--- config.mk ---
export PLATFORM = sky130hd
export DESIGN_NAME = uart_rx_param_flat
export DESIGN_NICKNAME = d
export VERILOG_FILES = /design/src/rtl/uart_pkg.sv /design/src/rtl/uart_rx_param_if.sv /design/src/rtl/uart_sync2.sv /design/src/rtl/uart_rx_param.sv /design/src/flat_wrapper.sv
export SDC_FILE = /design/constraint.sdc
export NUM_CORES = 1
export LEC_CHECK = 0
export ABC_AREA = 1
export ABC_CLOCK_PERIOD_IN_PS = 3600
export CORE_UTILIZATION = 25
export DETAILED_ROUTE_END_ITERATION = 10
export PLACE_DENSITY = 0.38
export SYNTH_ARGS = -nofsm -noshare
export SYNTH_HDL_FRONTEND = slang
export SYNTH_HIERARCHICAL = 1
export SYNTH_SLANG_ARGS = --single-unit
export TNS_END_PERCENT = 100
--- constraint.sdc ---
create_clock -name clk -period 3.6 [get_ports clk]
set_input_delay 0.72 -clock clk [delete_from_list [all_inputs] [get_ports clk]]
set_output_delay 0.72 -clock clk [all_outputs]
set_load 0.05 [all_outputs]
--- src/rtl/uart_pkg.sv ---
// Shared UART definitions: FSM state encoding and parity mode constants.
// Used by the receiver and intended for the parametrised transmitter too.
package uart_pkg;

   typedef enum logic [2:0] {
      IDLE  = 3'd0,
      START = 3'd1,
      DATA  = 3'd2,
      PAR   = 3'd3,
      STOP  = 3'd4
   } uartState_t;

   localparam int PARITY_NONE = 0;
   localparam int PARITY_EVEN = 1;
   localparam int PARITY_ODD  = 2;

endpackage

--- src/rtl/uart_rx_param_if.sv ---
// Core-side bus of the UART receiver: held word, status flags and FSM state.
//
// Handshake: valid=1 means dataOut (and parity_err/frame_err) hold a word the
// consumer has not taken yet. The consumer takes it on any clock edge where
// valid=1 and ack=1; ack while valid=0 has no effect. dataOut and the error
// flags keep their value after the word is taken.
interface uart_rx_param_if
   import uart_pkg::*;
#(
   parameter int DATA_BITS = 8
);
   logic                 ack;
   logic [DATA_BITS-1:0] dataOut;
   logic                 valid;
   logic                 ready;
   logic                 new_byte_indicate;
   logic                 parity_err;
   logic                 frame_err;
   logic                 overrun;
   uartState_t           state;

   modport master (
      input  ack,
      output dataOut, valid, ready, new_byte_indicate,
      output parity_err, frame_err, overrun, state
   );

   modport slave (
      output ack,
      input  dataOut, valid, ready, new_byte_indicate,
      input  parity_err, frame_err, overrun, state
   );
endinterface

--- src/rtl/uart_sync2.sv ---
// Two-flop synchroniser for an asynchronous input; resets to 1 so an idle-high
// line does not produce a false low right after reset.
module uart_sync2 (
   input  logic clk,
   input  logic rst,
   input  logic d,
   output logic q
);
   logic meta;

   // Shift the async input through two flops.
   always_ff @(posedge clk) begin
      if (!rst) begin
         meta <= 1'b1;
         q    <= 1'b1;
      end else begin
         meta <= d;
         q    <= meta;
      end
   end
endmodule

--- src/rtl/uart_rx_param.sv ---
// Parametrised UART receiver. Oversampled start detection, LSB-first data,
// optional parity, one or two stop bits, and a held output word with
// valid/ack handshake plus parity/framing/overrun status.
module uart_rx_param
   import uart_pkg::*;
#(
   parameter int DATA_BITS  = 8,
   parameter int OVERSAMPLE = 16,
   parameter int PARITY     = PARITY_NONE,
   parameter int STOP_BITS  = 1
) (
   input  logic clk,
   input  logic rst,
   input  logic boudTick,
   input  logic rx,
   uart_rx_param_if.master bus
);
   localparam int TW = $clog2(OVERSAMPLE);
   localparam int BW = $clog2(DATA_BITS + 1);
   localparam logic [TW-1:0] TICK_MID  = TW'(OVERSAMPLE / 2 - 1);
   localparam logic [TW-1:0] TICK_LAST = TW'(OVERSAMPLE - 1);
   localparam logic [BW-1:0] DATA_LAST = BW'(DATA_BITS - 1);
   localparam logic [BW-1:0] STOP_LAST = BW'(STOP_BITS - 1);
   localparam logic          PAR_ODD   = (PARITY == PARITY_ODD);

   logic                 rxS;
   uartState_t           state, stateNext;
   logic [TW-1:0]        tickCnt, tickNext;
   logic [BW-1:0]        bitCnt, bitNext;
   logic [DATA_BITS-1:0] shiftReg, shiftNext;
   logic                 perr, perrNext;
   logic                 ferr, ferrNext;
   logic                 load;
   logic                 startOk;

   logic [DATA_BITS-1:0] dataReg;
   logic                 validReg, perrReg, ferrReg, ovrReg;

   uart_sync2 rxSync (
      .clk (clk),
      .rst (rst),
      .d   (rx),
      .q   (rxS)
   );

   // FSM and datapath registers.
   always_ff @(posedge clk) begin
      if (!rst) begin
         state    <= IDLE;
         tickCnt  <= '0;
         bitCnt   <= '0;
         shiftReg <= '0;
         perr     <= 1'b0;
         ferr     <= 1'b0;
      end else begin
         state    <= stateNext;
         tickCnt  <= tickNext;
         bitCnt   <= bitNext;
         shiftReg <= shiftNext;
         perr     <= perrNext;
         ferr     <= ferrNext;
      end
   end

   // Next state, counters, shifting and per-frame error capture.
   always_comb begin
      stateNext = state;
      tickNext  = tickCnt;
      bitNext   = bitCnt;
      shiftNext = shiftReg;
      perrNext  = perr;
      ferrNext  = ferr;
      load      = 1'b0;
      startOk   = 1'b0;
      case (state)
         IDLE: begin
            tickNext = '0;
            bitNext  = '0;
            if (!rxS) stateNext = START;
         end
         START: if (boudTick) begin
            if (tickCnt == TICK_MID) begin
               tickNext = '0;
               if (!rxS) begin
                  // Still low at mid start bit: a real frame.
                  stateNext = DATA;
                  startOk   = 1'b1;
                  shiftNext = '0;
                  perrNext  = 1'b0;
                  ferrNext  = 1'b0;
               end else begin
                  stateNext = IDLE;
               end
            end else begin
               tickNext = tickCnt + 1'b1;
            end
         end
         DATA: if (boudTick) begin
            if (tickCnt == TICK_LAST) begin
               tickNext  = '0;
               shiftNext = {rxS, shiftReg[DATA_BITS-1:1]};
               if (bitCnt == DATA_LAST) begin
                  bitNext   = '0;
                  stateNext = (PARITY != PARITY_NONE) ? PAR : STOP;
               end else begin
                  bitNext = bitCnt + 1'b1;
               end
            end else begin
               tickNext = tickCnt + 1'b1;
            end
         end
         PAR: if (boudTick) begin
            if (tickCnt == TICK_LAST) begin
               tickNext  = '0;
               perrNext  = rxS ^ (^shiftReg) ^ PAR_ODD;
               stateNext = STOP;
            end else begin
               tickNext = tickCnt + 1'b1;
            end
         end
         STOP: if (boudTick) begin
            if (tickCnt == TICK_LAST) begin
               tickNext = '0;
               if (!rxS) ferrNext = 1'b1;
               if (bitCnt == STOP_LAST) begin
                  // Leave mid stop bit so a back-to-back start edge is caught.
                  bitNext   = '0;
                  load      = 1'b1;
                  stateNext = IDLE;
               end else begin
                  bitNext = bitCnt + 1'b1;
               end
            end else begin
               tickNext = tickCnt + 1'b1;
            end
         end
         default: stateNext = IDLE;
      endcase
   end

   // Output holding register with valid/ack handshake and sticky overrun.
   always_ff @(posedge clk) begin
      if (!rst) begin
         dataReg  <= '0;
         validReg <= 1'b0;
         perrReg  <= 1'b0;
         ferrReg  <= 1'b0;
         ovrReg   <= 1'b0;
      end else if (load) begin
         dataReg  <= shiftReg;
         perrReg  <= perr;
         ferrReg  <= ferrNext;
         validReg <= 1'b1;
         // Unconsumed word overwritten; a simultaneous ack leaves overrun alone.
         if (validReg && !bus.ack) ovrReg <= 1'b1;
      end else if (validReg && bus.ack) begin
         validReg <= 1'b0;
         ovrReg   <= 1'b0;
      end
   end

   assign bus.dataOut           = dataReg;
   assign bus.valid             = validReg;
   assign bus.parity_err        = perrReg;
   assign bus.frame_err         = ferrReg;
   assign bus.overrun           = ovrReg;
   assign bus.ready             = (state == IDLE);
   assign bus.new_byte_indicate = startOk;
   assign bus.state             = state;

endmodule

--- src/flat_wrapper.sv ---
// flat-port wrapper written by rule: the top's interface ports become plain ports
module uart_rx_param_flat import uart_pkg::*;
#(
   parameter int DATA_BITS  = 8,
   parameter int OVERSAMPLE = 16,
   parameter int PARITY     = PARITY_NONE,
   parameter int STOP_BITS  = 1
)
  (clk, rst, boudTick, rx, bus_ack, bus_dataOut, bus_valid, bus_ready, bus_new_byte_indicate, bus_parity_err, bus_frame_err, bus_overrun, bus_state);
  uart_rx_param_if #(.DATA_BITS(DATA_BITS)) bus_i ();
  input  logic clk;
  input  logic rst;
  input  logic boudTick;
  input  logic rx;
  input wire logic [$bits(bus_i.ack)-1:0] bus_ack;
  output wire logic [$bits(bus_i.dataOut)-1:0] bus_dataOut;
  output wire logic [$bits(bus_i.valid)-1:0] bus_valid;
  output wire logic [$bits(bus_i.ready)-1:0] bus_ready;
  output wire logic [$bits(bus_i.new_byte_indicate)-1:0] bus_new_byte_indicate;
  output wire logic [$bits(bus_i.parity_err)-1:0] bus_parity_err;
  output wire logic [$bits(bus_i.frame_err)-1:0] bus_frame_err;
  output wire logic [$bits(bus_i.overrun)-1:0] bus_overrun;
  output wire logic [$bits(bus_i.state)-1:0] bus_state;
  assign bus_i.ack = bus_ack;
  assign bus_dataOut = bus_i.dataOut;
  assign bus_valid = bus_i.valid;
  assign bus_ready = bus_i.ready;
  assign bus_new_byte_indicate = bus_i.new_byte_indicate;
  assign bus_parity_err = bus_i.parity_err;
  assign bus_frame_err = bus_i.frame_err;
  assign bus_overrun = bus_i.overrun;
  assign bus_state = bus_i.state;
  uart_rx_param #(.DATA_BITS(DATA_BITS), .OVERSAMPLE(OVERSAMPLE), .PARITY(PARITY), .STOP_BITS(STOP_BITS)) u_core (.clk(clk), .rst(rst), .boudTick(boudTick), .rx(rx), .bus(bus_i));
endmodule
==> results of run 1 <==
==> cell type report <==
type	instances	area (um^2)
Clock buffer	5	68.8
Timing Repair Buffer	23	225
Tap cell	96	120
Inverter	34	143
Multi-Input combinational cell	165	916
Sequential cell	35	701
Clock inverter	2	37.5
Fill cell	766	4620
==> final timing paths <==
path | slack (ns) | cells past startpoint | endpoint
setup / recovery | 0.44 | 4 | bus_new_byte_indicate
hold / removal | 0.41 | 2 | u_core/rxSync/q
setup reg to reg | 1.84 | 10 | u_core/bus.state[1]
hold reg to reg | 0.41 | 2 | u_core/rxSync/q
==> power by group <==
group | switching, mW | internal, mW | leakage (nW) | total [mW]
clock network | 0.145 | 0.202 | 0.0502 | 0.347
registers | 0.00769 | 0.394 | 0.283 | 0.401
logic | 0.0806 | 0.0380 | 0.502 | 0.119
total | 0.233 | 0.634 | 0.835 | 0.867
==> kinds of logic after synthesis <==
kind of cell,share of synthesized area
compound gates,0.188
xor+xnor,0.0345
fa+ha+maj,0.0211
buf+inv,0.0914
flops,0.394
simple gates,0.271
==> metal layers <==
metal	global-route usage	vias up
met1	0.157	686
met4	0.0409	0
met2	0.204	29
met3	0.0295	2
li1	-	816
met5	0	-
==> state kept, by name, summed over array words and instances, names as in the netlist <==
signal,cells
u_core/bitCnt,4
u_core/bus.dataOut,8
u_core/bus.frame_err,1
u_core/bus.overrun,1
u_core/bus.parity_err,1
u_core/bus.state,3
u_core/bus.valid,1
u_core/ferr,1
u_core/perr,1
u_core/rxSync/meta,1
u_core/rxSync/q,1
u_core/shiftReg,8
u_core/tickCnt,4
==> worst min-delay path, cell delays in order, from the launching register on <==
cell     delay, ns
dfxtp_1       0.31
inv_1         0.03
nand2_1       0.04
==> cell usage in the layout, fill, tap and decap left out, types with 2 or more instances in the layout <==
master / netlist / final
a21oi_2: 5 / 5
nand2_2: 2 / 2
ha_1: 3 / 3
nand3_1: 12 / 12
nor2_1: 10 / 10
nor3_1: 3 / 3
inv_4: 2 / 2
nand2_4: 4 / 4
xnor2_1: 4 / 4
clkdlybuf4s50_1: 0 / 21
buf_4: 1 / 2
nor2_2: 4 / 4
dfxtp_1: 35 / 35
inv_1: 25 / 25
inv_2: 4 / 4
o21ai_0: 14 / 14
a21oi_1: 32 / 32
nand2_1: 58 / 58
clkbuf_8: 0 / 5
o21ai_4: 2 / 2
xor2_1: 3 / 3
==> flow_summary_export.csv, run 1 <==
group,metric,value,unit
setup_path,critical_path.max_stage_delay,0.79,ns
setup_path,end_kind,"output port",
synth,ys_types,34,
die,die_h,86.4,um
global_route,antenna_found_initial,0,
clock_tree,ctsResizeCount,0,
detailed_routing,drc,0,
setup_path,crit_path_start_kind,"primary input",
synth,yosysWarnings,6,
sta,final_hold_viol_count,0,
clock_tree,clk_pin_slew_worst_paths,0.07,ns
synth,syn_area,0.00178,mm^2
cells_and_area,nets,272,
sta,finClkSkew,0.00745,ns
clock_tree,insertion_delay,0.28,ns
setup_path,crit_top_cell,"clkdlybuf4s50_1",
sta,worstMarginPinSlew,0.720,ns
detailed_routing,dr.pass1.iters,4,
synth,post-synth-top-area-fraction,0.394,
synth,synth.most_common_cell,"nand2_1",
synth,synth_fp_nets,246,
synth,synth_edf_count,0,
cells_and_area,stdcell_area,0.00221,mm^2
synth,synth_area_leaders,"dfxtp_1 39%, nand2_1 12%, a21oi_1 9.0%",
place,place_area,0.00210,mm^2
clock_tree,cts_setup_buffers,0,
sta,grt_setup_unrepaired,"false",
global_route,grt_pass1_vias,1462,
setup_path,r2r_start,"u_core/tickCnt[0]",
synth,synth_common_cells,"58 x nand2_1, 35 x dfxtp_1, 32 x a21oi_1",
synth,synth_ff_type,"dfxtp_1",
place,dp_slack,0.420,ns
setup_path,cp_top_family,"buffers and inverters",
setup_path,path_buf_inv,3,
clock_tree,clk_path_buf_depth,2,
setup_path,criticalPathCategory,"in -> out",
detailed_routing,drt_iter0_drc,42,
outcome,status,"completed",
sta,fin_crit_sh,0.878,
job,maxCapViolCount,0,
cells_and_area,areaGrowthSynthToFinish,24.3,%
clock_tree,cts-buffers-inserted,5,
min_path,hp-start,"u_core/rxSync/meta",
sta,worst_hold_slack,0.406,ns
global_route,grt.overflow.total,0,
cells_and_area,fin_cells,360,
power,powerDensity,392,mW/mm^2
setup_path,path_cells,"clkdlybuf4s50_1 -> nand4_1 -> inv_1 -> clkdlybuf4s50_1",
die,rows,30,
global_route,grt_pass1_wl,7.11,mm
place,place.gp.congestion,0.776,
synth,synth-seq-cells,35,
clock_tree,cts_root_buf,"clkbuf_8",
sta,fin_ws,0.439,ns
cells_and_area,fin_util,0.324,
clock_tree,cts_tree,"done",
global_route,grt_max_degree,23,
detailed_routing,ant_nets,0,
setup_path,crit_fanout,4,
sta,timing.setup.tns,0,ns
synth,synth_seq_area_share,0.394,
sta,min_period,3.16,ns
clock_tree,h-tree-depth,2,
clock_tree,cts_hold_buf,0,
detailed_routing,routed.top_layer,"met4",
place,portBuffers,21,
power,irDropWorstVdd,0.144,mV
power,leakage,0.835,nW
synth,synthArstFlopShare,0,
detailed_routing,routed_via_density,4.26,
detailed_routing,wl_met3,164,um
place,dp.cells,353,
power,p_total,0.867,mW
synth,avgSynthCellArea,7.48,um^2
min_path,hp-class,"reg -> reg",
detailed_routing,wl,4.16,mm
sta,slew_viol_final,0,
setup_path,worstPathArrival,2.44,ns
die,die_w,86.4,um
die,boundaryPins,22,
die,die_area,0.00746,mm^2
place,hpwl,2.98,mm
detailed_routing,via_count,1533,
synth,yosys.area.top_type,"dfxtp_1",
setup_path,critPathSlowestCell,"clkdlybuf4s50_1",
sta,fmax,316,MHz
setup_path,required,2.88,ns
cells_and_area,drive_gt1_frac,0.148,
detailed_routing,wl_met2,1.92,mm
synth,syn_inst,238,
die,core-area,0.00683,mm^2
setup_path,startpoint,"boudTick",
clock_tree,cts.sinks,35,
detailed_routing,wl_per_cell,11.6,um
die,initial_core_util,0.260,
global_route,grt_use_total,0.123,
sta,setup_viol,0,
sta,slew_headroom,0.517,
detailed_routing,wl_met1,2.05,mm
cells_and_area,antenna_cells,0,
Note: power is estimated with default switching activity, not from simulation.
==> run 2: changes to the inputs <==
--- a/config.mk
+++ b/config.mk
@@ -9,7 +9,7 @@
 export ABC_CLOCK_PERIOD_IN_PS = 3600
 export CORE_UTILIZATION = 25
 export DETAILED_ROUTE_END_ITERATION = 10
-export PLACE_DENSITY = 0.38
+export PLACE_DENSITY = 0.53
 export SYNTH_ARGS = -nofsm -noshare
 export SYNTH_HDL_FRONTEND = slang
 export SYNTH_HIERARCHICAL = 1
==> flow_summary_export.csv, run 2 (synthesis gave the netlist of run 1 again) <==
group,metric,value,unit
sta,min_period,3.08,ns
power,swShare,0.278,
detailed_routing,routed_via_density,4.28,
cells_and_area,antenna_cells,0,
die,boundaryPins,22,
die,core-area,0.00683,mm^2
cells_and_area,drive_gt1_frac,0.148,
sta,grt_setup_unrepaired,"false",
detailed_routing,drt_iter0_drc,58,
power,irDropWorstVdd,0.181,mV
setup_path,critical_path.max_stage_delay,0.79,ns
cells_and_area,mostFrequentLayoutCell,"nand2_1",
cells_and_area,final_cell_mix,"58 x nand2_1, 35 x dfxtp_1, 32 x a21oi_1, 25 x inv_1, 21 x clkdlybuf4s50_1",
clock_tree,h-tree-depth,2,
detailed_routing,wl,3.93,mm
place,portBuffers,21,
clock_tree,insertion_delay,0.28,ns
sta,fmax,325,MHz
cells_and_area,areaGrowthSynthToFinish,23.2,%
cells_and_area,fin_cells,360,
place,hpwl,2.71,mm
die,rows,30,
setup_path,crit_path_start_kind,"primary input",
place,dp_slack,0.523,ns
sta,setup_viol,0,
setup_path,worstRegToRegCells,10,
power,combinationalPowerShare,0.143,
job,maxCapViolCount,0,
die,die_area,0.00746,mm^2
sta,slew_headroom,0.546,
place,dp.cells,353,
global_route,grt_pass1_vias,1417,
power,clockPowerShare,0.359,
setup_path,critPathSlowestCell,"clkdlybuf4s50_1",
setup_path,end_kind,"output port",
clock_tree,cts_hold_buf,0,
setup_path,path_cells,"clkdlybuf4s50_1 -> nand4_1 -> inv_1 -> clkdlybuf4s50_1",
cells_and_area,multiInputGateArea,916,um^2
setup_path,timing.reg2reg.setup_slack,1.91,ns
global_route,grt_use_total,0.114,
sta,timing.setup.tns,0,ns
clock_tree,cts_tree,"done",
global_route,grt.overflow.total,0,
min_path,hp-class,"reg -> reg",
cells_and_area,regArea,701,um^2
die,die_h,86.4,um
detailed_routing,ant_nets,0,
sta,worstMarginPinSlew,0.676,ns
setup_path,startpoint,"boudTick",
sta,fin_ws,0.520,ns
sta,slew_viol_final,0,
power,leakage,0.831,nW
setup_path,crit_top_cell,"clkdlybuf4s50_1",
detailed_routing,via_count,1542,
power,powerDensity,368,mW/mm^2
sta,final_hold_viol_count,0,
power,internal-power,0.582,mW
sta,worst_hold_slack,0.408,ns
sta,fin_crit_sh,0.855,
setup_path,required,2.88,ns
clock_tree,clk_pin_slew_worst_paths,0.07,ns
clock_tree,clk_path_buf_depth,2,
clock_tree,ctsResizeCount,0,
detailed_routing,dr.pass1.iters,4,
power,power_frac_seq,0.498,
detailed_routing,drc,0,
global_route,grt_pass1_wl,6.68,mm
die,initial_core_util,0.260,
cells_and_area,fillCellCount,758,
global_route,grt_max_degree,23,
sta,finClkSkew,0.00266,ns
setup_path,r2r_start,"u_core/tickCnt[0]",
power,switching_power,0.224,mW
setup_path,worstPathArrival,2.36,ns
global_route,antenna_found_initial,0,
clock_tree,cts.sinks,35,
setup_path,r2r-end,"u_core/bus.state[0]",
place,place.gp.congestion,0.748,
clock_tree,cts-buffers-inserted,5,
die,die_w,86.4,um
outcome,status,"completed",
clock_tree,cts_setup_buffers,0,
setup_path,crit_fanout,4,
detailed_routing,wl_per_cell,10.9,um
setup_path,cp-endpoint,"bus_new_byte_indicate",
clock_tree,cts_root_buf,"clkbuf_8",
setup_path,criticalPathCategory,"in -> out",
cells_and_area,nets,272,
-- run 2: cell types whose count changed in the layout (fill, tap and decap cells not counted), sizes merged --
cell	change
bufinv	-1
clkbuf	+1
clkinv	+1
clkinvlp	-1
-- run 2: layout make-up --
class / count / share of cell area
multi-input cells: 165 / 0.418
inverters: 34 / 0.0651
clock inverters: 1 / 0.00228
repair buffers: 23 / 0.103
well taps: 96 / 0.0548
flip-flops and latches: 35 / 0.320
clock buffers: 6 / 0.0377
-- run 2: worst min path at each step --
| stage | start | end | slack (ns) | cells past startpoint |
|---|---|---|---|---|
| after CTS | u_core/rxSync/meta | u_core/rxSync/q | 0.41 | 2 |
| after global placement | u_core/rxSync/meta | u_core/rxSync/q | 0.39 | 2 |
| after detailed placement | u_core/rxSync/meta | u_core/rxSync/q | 0.40 | 2 |
| after global routing | u_core/rxSync/meta | u_core/rxSync/q | 0.44 | 2 |
| after floorplan | u_core/rxSync/meta | u_core/rxSync/q | 0.38 | 2 |
| final | u_core/rxSync/meta | u_core/rxSync/q | 0.41 | 2 |
-- run 2: metal layers --
layer	vias up	GRT usage	wire length (um)
met5	-	0	0
li1	813	-	-
met4	0	0.0364	36
met2	28	0.174	1670
met3	5	0.0371	208
met1	696	0.152	2020
-- run 2: power by group through the flow --
stage / Clock [mW] / Sequential, mW / Combinational, mW
finish: 0.289 / 0.402 / 0.115
global route: 0.319 / 0.403 / 0.127
CTS: 0.303 / 0.401 / 0.116
detailed placement: 0 / 0.410 / 0.116
global placement: 0 / 0.410 / 0.117
floorplan: 0 / 0.416 / 0.0798
-- run 2: critical path, delay by kind of cell --
kind | cells | cell delay [ns]
buf+inv | 3 | 1.45
simple gates | 1 | 0.18
-- run 2: through the flow --
step	utilization	power, mW	area (um^2)
global route	0.321	0.848	2190
global placement	0.308	0.527	2100
finish	0.321	0.806	2190
CTS	0.321	0.821	2190
detailed placement	0.308	0.526	2100
floorplan	-	0.495	1780
==> run 3: changes to the inputs <==
--- a/config.mk
+++ b/config.mk
@@ -9,7 +9,9 @@
 export ABC_CLOCK_PERIOD_IN_PS = 3600
 export CORE_UTILIZATION = 25
 export DETAILED_ROUTE_END_ITERATION = 10
-export PLACE_DENSITY = 0.53
+export GPL_TIMING_DRIVEN = 0
+export PLACE_DENSITY = 0.46
+export SKIP_LAST_GASP = 1
 export SYNTH_ARGS = -nofsm -noshare
 export SYNTH_HDL_FRONTEND = slang
 export SYNTH_HIERARCHICAL = 1
==> flow_summary_export.csv, run 3 (synthesis gave the netlist of run 1 again) <==
group,metric,value,unit
outcome,status,"completed",
global_route,grt_use_total,0.124,
clock_tree,clk_pin_slew_worst_paths,0.08,ns
min_path,whs_path_depth,2,
global_route,grt_max_degree,13,
sta,min_period,3.16,ns
detailed_routing,drc,0,
sta,final_hold_viol_count,0,
min_path,holdPathEnd,"u_core/rxSync/q",
cells_and_area,nets,274,
clock_tree,cts.sinks,35,
clock_tree,cts_root_buf,"clkbuf_8",
sta,fin_crit_sh,0.878,
cells_and_area,stdcell_area,0.00222,mm^2
detailed_routing,via_count,1533,
setup_path,worstRegToRegCells,8,
sta,worst_hold_slack,0.403,ns
global_route,grt_pass1_wl,7.09,mm
detailed_routing,dr.pass1.iters,4,
cells_and_area,antenna_cells,0,
setup_path,r2r-end,"u_core/bus.dataOut[6]",
sta,slew_headroom,0.618,
place,hpwl,3.01,mm
clock_tree,cts-buffers-inserted,5,
setup_path,end_kind,"output port",
setup_path,criticalPathCategory,"in -> out",
sta,grt_setup_unrepaired,"false",
sta,timing.setup.tns,0,ns
min_path,hp-class,"reg -> reg",
die,rows,30,
power,powerDensity,395,mW/mm^2
clock_tree,clk_path_buf_depth,2,
setup_path,timing.reg2reg.setup_slack,1.89,ns
detailed_routing,routed_via_density,4.22,
die,die_w,86.4,um
power,irDropWorstVdd,0.224,mV
clock_tree,cts_setup_buffers,0,
clock_tree,h-tree-depth,2,
global_route,grt.overflow.total,0,
min_path,hp-start,"u_core/rxSync/meta",
cells_and_area,drive_gt1_frac,0.150,
setup_path,required,2.88,ns
die,die_h,86.4,um
setup_path,crit_fanout,4,
cells_and_area,areaGrowthSynthToFinish,24.9,%
clock_tree,insertion_delay,0.29,ns
place,portBuffers,21,
sta,slew_viol_final,0,
setup_path,r2r_start,"u_core/tickCnt[0]",
detailed_routing,wl,4.08,mm
setup_path,crit_path_start_kind,"primary input",
sta,finClkSkew,0.00635,ns
detailed_routing,drt_iter0_drc,59,
sta,fmax,316,MHz
detailed_routing,wl_per_cell,11.2,um
clock_tree,ctsResizeCount,0,
clock_tree,cts_tree,"done",
cells_and_area,fillCellCount,771,
job,maxCapViolCount,0,
clock_tree,cts_hold_buf,0,
place,place.gp.congestion,0.715,
global_route,grt_pass1_vias,1503,
power,leakage,0.846,nW
detailed_routing,ant_nets,0,
die,core-area,0.00683,mm^2
cells_and_area,final_cell_mix,"58 x nand2_1, 35 x dfxtp_1, 32 x a21oi_1, 25 x inv_1, 21 x clkdlybuf4s50_1",
die,die_area,0.00746,mm^2
sta,worstMarginPinSlew,0.572,ns
sta,setup_viol,0,
setup_path,worstPathArrival,2.44,ns
place,place_area,0.00211,mm^2
die,initial_core_util,0.260,
cells_and_area,mostFrequentLayoutCell,"nand2_1",
global_route,antenna_found_initial,0,
die,boundaryPins,22,
[run 3: critical path: stages]
cell and delay [ns]:
clkdlybuf4s50_1 0.59, nand4_1 0.23, inv_1 0.10, clkdlybuf4s50_1 0.80
[run 3: routing by layer]
metal  global-route usage  routed length (um)  up-vias
met5                    0                   0        -
met4               0.0455                  49        0
met3               0.0324                 165        5
met2                0.198                1800       24
met1                0.160                2060      684
li1                     -                   -      820
[run 3: worst max-delay path by stage]
stage                         from                     to  depth (start not counted)
6_report                  boudTick  bus_new_byte_indicate                          4
5_1_grt                   boudTick  bus_new_byte_indicate                          4
4_1_cts                   boudTick  bus_new_byte_indicate                          4
3_5_place_dp              boudTick  bus_new_byte_indicate                          4
3_3_place_gp              boudTick  bus_new_byte_indicate                          4
2_1_floorplan  u_core/bus.state[0]  bus_new_byte_indicate                          4
[run 3: cell type report]
cell class | count | area, um^2 | area share
clock buffer | 5 | 68.8 | 0.0310
inverter | 34 | 143 | 0.0642
sequential | 35 | 701 | 0.315
timing repair buffer | 21 | 210 | 0.0946
tap | 96 | 120 | 0.0541
buffer | 4 | 20.0 | 0.00901
clock inverter | 3 | 43.8 | 0.0197
multi-input combinational | 165 | 916 | 0.412
[run 3: per-stage QoR]
step	std cells	util	setup WS, ns	power, mW
after global placement	355	0.309	0.415	0.527
after detailed placement	355	0.309	0.425	0.527
after CTS	363	0.325	0.417	0.890
after floorplan	238	-	1.32	0.495
final	363	0.325	0.440	0.878
after global routing	363	0.325	0.372	0.923
[run 3: report_power, final]
part	internal (mW)	switching, mW	total [mW]
clock network	0.206	0.154	0.360
logic	0.0377	0.0796	0.117
registers	0.394	0.00732	0.401
total	0.637	0.241	0.878
==> RTL change (flow settings as in run 3) <==
Reset style: asynchronous (`rst`), changed in 3 clocked blocks.
--- a/src/rtl/uart_sync2.sv
+++ b/src/rtl/uart_sync2.sv
@@ -10,5 +10,5 @@
 
    // Shift the async input through two flops.
-   always_ff @(posedge clk) begin
+   always_ff @(posedge clk or negedge rst) begin
       if (!rst) begin
          meta <= 1'b1;
--- a/src/rtl/uart_rx_param.sv
+++ b/src/rtl/uart_rx_param.sv
@@ -45,5 +45,5 @@
 
    // FSM and datapath registers.
-   always_ff @(posedge clk) begin
+   always_ff @(posedge clk or negedge rst) begin
       if (!rst) begin
          state    <= IDLE;
@@ -140,5 +140,5 @@
 
    // Output holding register with valid/ack handshake and sticky overrun.
-   always_ff @(posedge clk) begin
+   always_ff @(posedge clk or negedge rst) begin
       if (!rst) begin
          dataReg  <= '0;
Check against the original RTL: differs if rst is asserted again (counterexample within 4 cycles, from zero or initial values and one cycle with rst low); with rst held inactive, the same outputs for 10 cycles.
==> RTL change against run 3 <==
Synthesized area up 8.4%; sequential cell count did not move; wire length increased by 3.8%; final area rose by 5.4%; setup slack improved by 0.026 ns; critical endpoint unchanged.
Power is not compared: it rests on default switching activity, and its combinational part moved more than twofold at a synthesized area within 25%.
==> RTL change: results (changes against run 3) <==
* Run status: completed (unchanged)
* Pre-CTS setup slack at 0.426 ns (was 0.425 ns)
* Crit-path slowest cell: clkdlybuf4s50_1 (unchanged)
* First-pass GRT wire length at 7420 um (was 7090 um)
* Antenna violations before repair at 0 (unchanged)
* Crit path DAT at 2.41 ns (was 2.44 ns)
* # fillers at 821 (was 771)
* Multi-input combinational area share at 38.9% (was 41.2%)
* Maximum vdd ir drop at 223 uV
* H-tree depth at 2 (unchanged)
* Asr flop ratio synth at 100% (was 0%)
* Cts bufs inserted at 5 (unchanged)
* Nets at 281 (was 274)
* Number of global-route vias before repair at 1609 (was 1503)
* Syn_area_per_cell at 7.87 um^2 (was 7.48 um^2)
* Top post-synthesis cells by area: dfrtp_1 43%, nand2_1 16%, inv_1 5.1% (was dfxtp_1 39%, nand2_1 12%, a21oi_1 9.0%)
* Final non-filler cell total at 373 (was 363)
* #MultiIn Comb at 177 (was 165)
* Slowest stage delay, CP at 0.84 ns (was 0.80 ns)
* Number of cell rows at 31 (was 30)
* Drt first pass iters at 4 (unchanged)
* Root buf cell: clkbuf_8 (unchanged)
* Most frequent cells after synthesis: 84 x nand2_1, 33 x dfrtp_1, 26 x inv_1 (was 58 x nand2_1, 35 x dfxtp_1, 32 x a21oi_1)
* Worst-path clk slew at 0.07 ns
* Sequential-to-total area share from yosys stat at 45.5% (was 39.4%)
* Seq cells at 35 (unchanged)
* HPWL Detailed at 3060 um (was 3010 um)
* DP Area at 2260 um^2 (was 2110 um^2)
* Layout cells sized above 1 at 16.4% (was 15.0%)
* Power, Total at 1.27 mW
* GRT Resource Usage Total at 11.6% (was 12.4%)
* Buffer share of cell area at 9.72% (was 10.4%)
* Clk buf depth at 2 (unchanged)
* YS warnings at 6 (unchanged)
* Clock buffer count at 7 (was 5)
* Maximum number of pins on one net before global-route repair at 36 (was 13)
* Clock Power at 0.280 mW
* Via/cell ratio at 4.27 (was 4.22)
* Clock Skews at 0.00899 ns (was 0.00635 ns)
* Yosys cell types at 27 (was 34)
* Slew @ Worst Pin at 0.804 ns (was 0.572 ns)
* Critical Path Source Type: input pin (unchanged)
* Non-Clock Buffer Count at 23 (was 25)
* Mapped Nets at 253 (was 246)
* Footprint of the multi-input gates at 911 um^2 (was 916 um^2)
* Inverters at 31 (was 34)
* Critical path peak fanout at 5 (was 4)
* Worst skew pair latency at 0.29 ns (about the same)
* Final WL at 4240 um (was 4080 um)
* Routability cong. at 0.762 (was 0.715)
* Post-cts gate resize count at 0 (unchanged)
* Area occupied by registers at 878 um^2 (was 701 um^2)
* Clock-cell share of area at 3.58% (was 5.07%)
* Number of DRC markers in iteration 0 at 93 (was 59)
* Leakage power at 1.14 nW
RTL change: changes by cell type in the layout (fill, tap and decap cells not counted), moves of 3 or more:
| cell | delta |
|---|---|
| nand4_1 | +3 |
| dfxtp_1 | -35 |
| a21oi_2 | -4 |
| nand3_2 | +4 |
| o21ai_2 | +8 |
| nand2_2 | +4 |
| nand3_1 | +5 |
| dfrtp_1 | +33 |
| a21oi_1 | -28 |
| nand2_4 | -3 |
| nand2_1 | +26 |
| xnor2_1 | -4 |
| nor2_1 | +7 |
RTL change: final timing paths:
kind | to | depth (start not counted) | from | slack (ns)
min in group asynchronous | u_core/bitCnt[2]$_DFFE_PN0P_ | 1 | rst | 0.52
min | u_core/rxSync/q$_DFF_PN1_ | 0 | u_core/rxSync/meta$_DFF_PN1_ | 0.36
min reg2reg | u_core/rxSync/q$_DFF_PN1_ | 0 | u_core/rxSync/meta$_DFF_PN1_ | 0.36
max in group asynchronous | u_core/tickCnt[2]$_DFFE_PN0P_ | 1 | rst | 2.56
max reg2reg | u_core/bus.dataOut[1]$_DFFE_PN0P_ | 9 | u_core/tickCnt[0]$_DFFE_PN0P_ | 1.88
max | bus_new_byte_indicate | 4 | boudTick | 0.47
RTL change: kinds of logic (layout without fill, tap and decap cells):
| group | after synthesis | count (layout) | share of synthesized area (%) |
|---|---|---|---|
| flops | 35 | 35 | 45.5 |
| xor+xnor | 2 | 2 | 0.908 |
| simple gates | 141 | 141 | 33.5 |
| buf+inv | 33 | 62 | 7.26 |
| fa+ha+maj | 3 | 3 | 1.95 |
| compound gates | 31 | 31 | 10.8 |
RTL change: routing by layer:
layer	GRT usage (%)	vias to the layer above	wire (um)
li1	-	832	-
met1	14.9	738	2080
met2	19.0	17	1970
met3	2.62	5	133
met4	4.44	0	55
met5	0	-	0
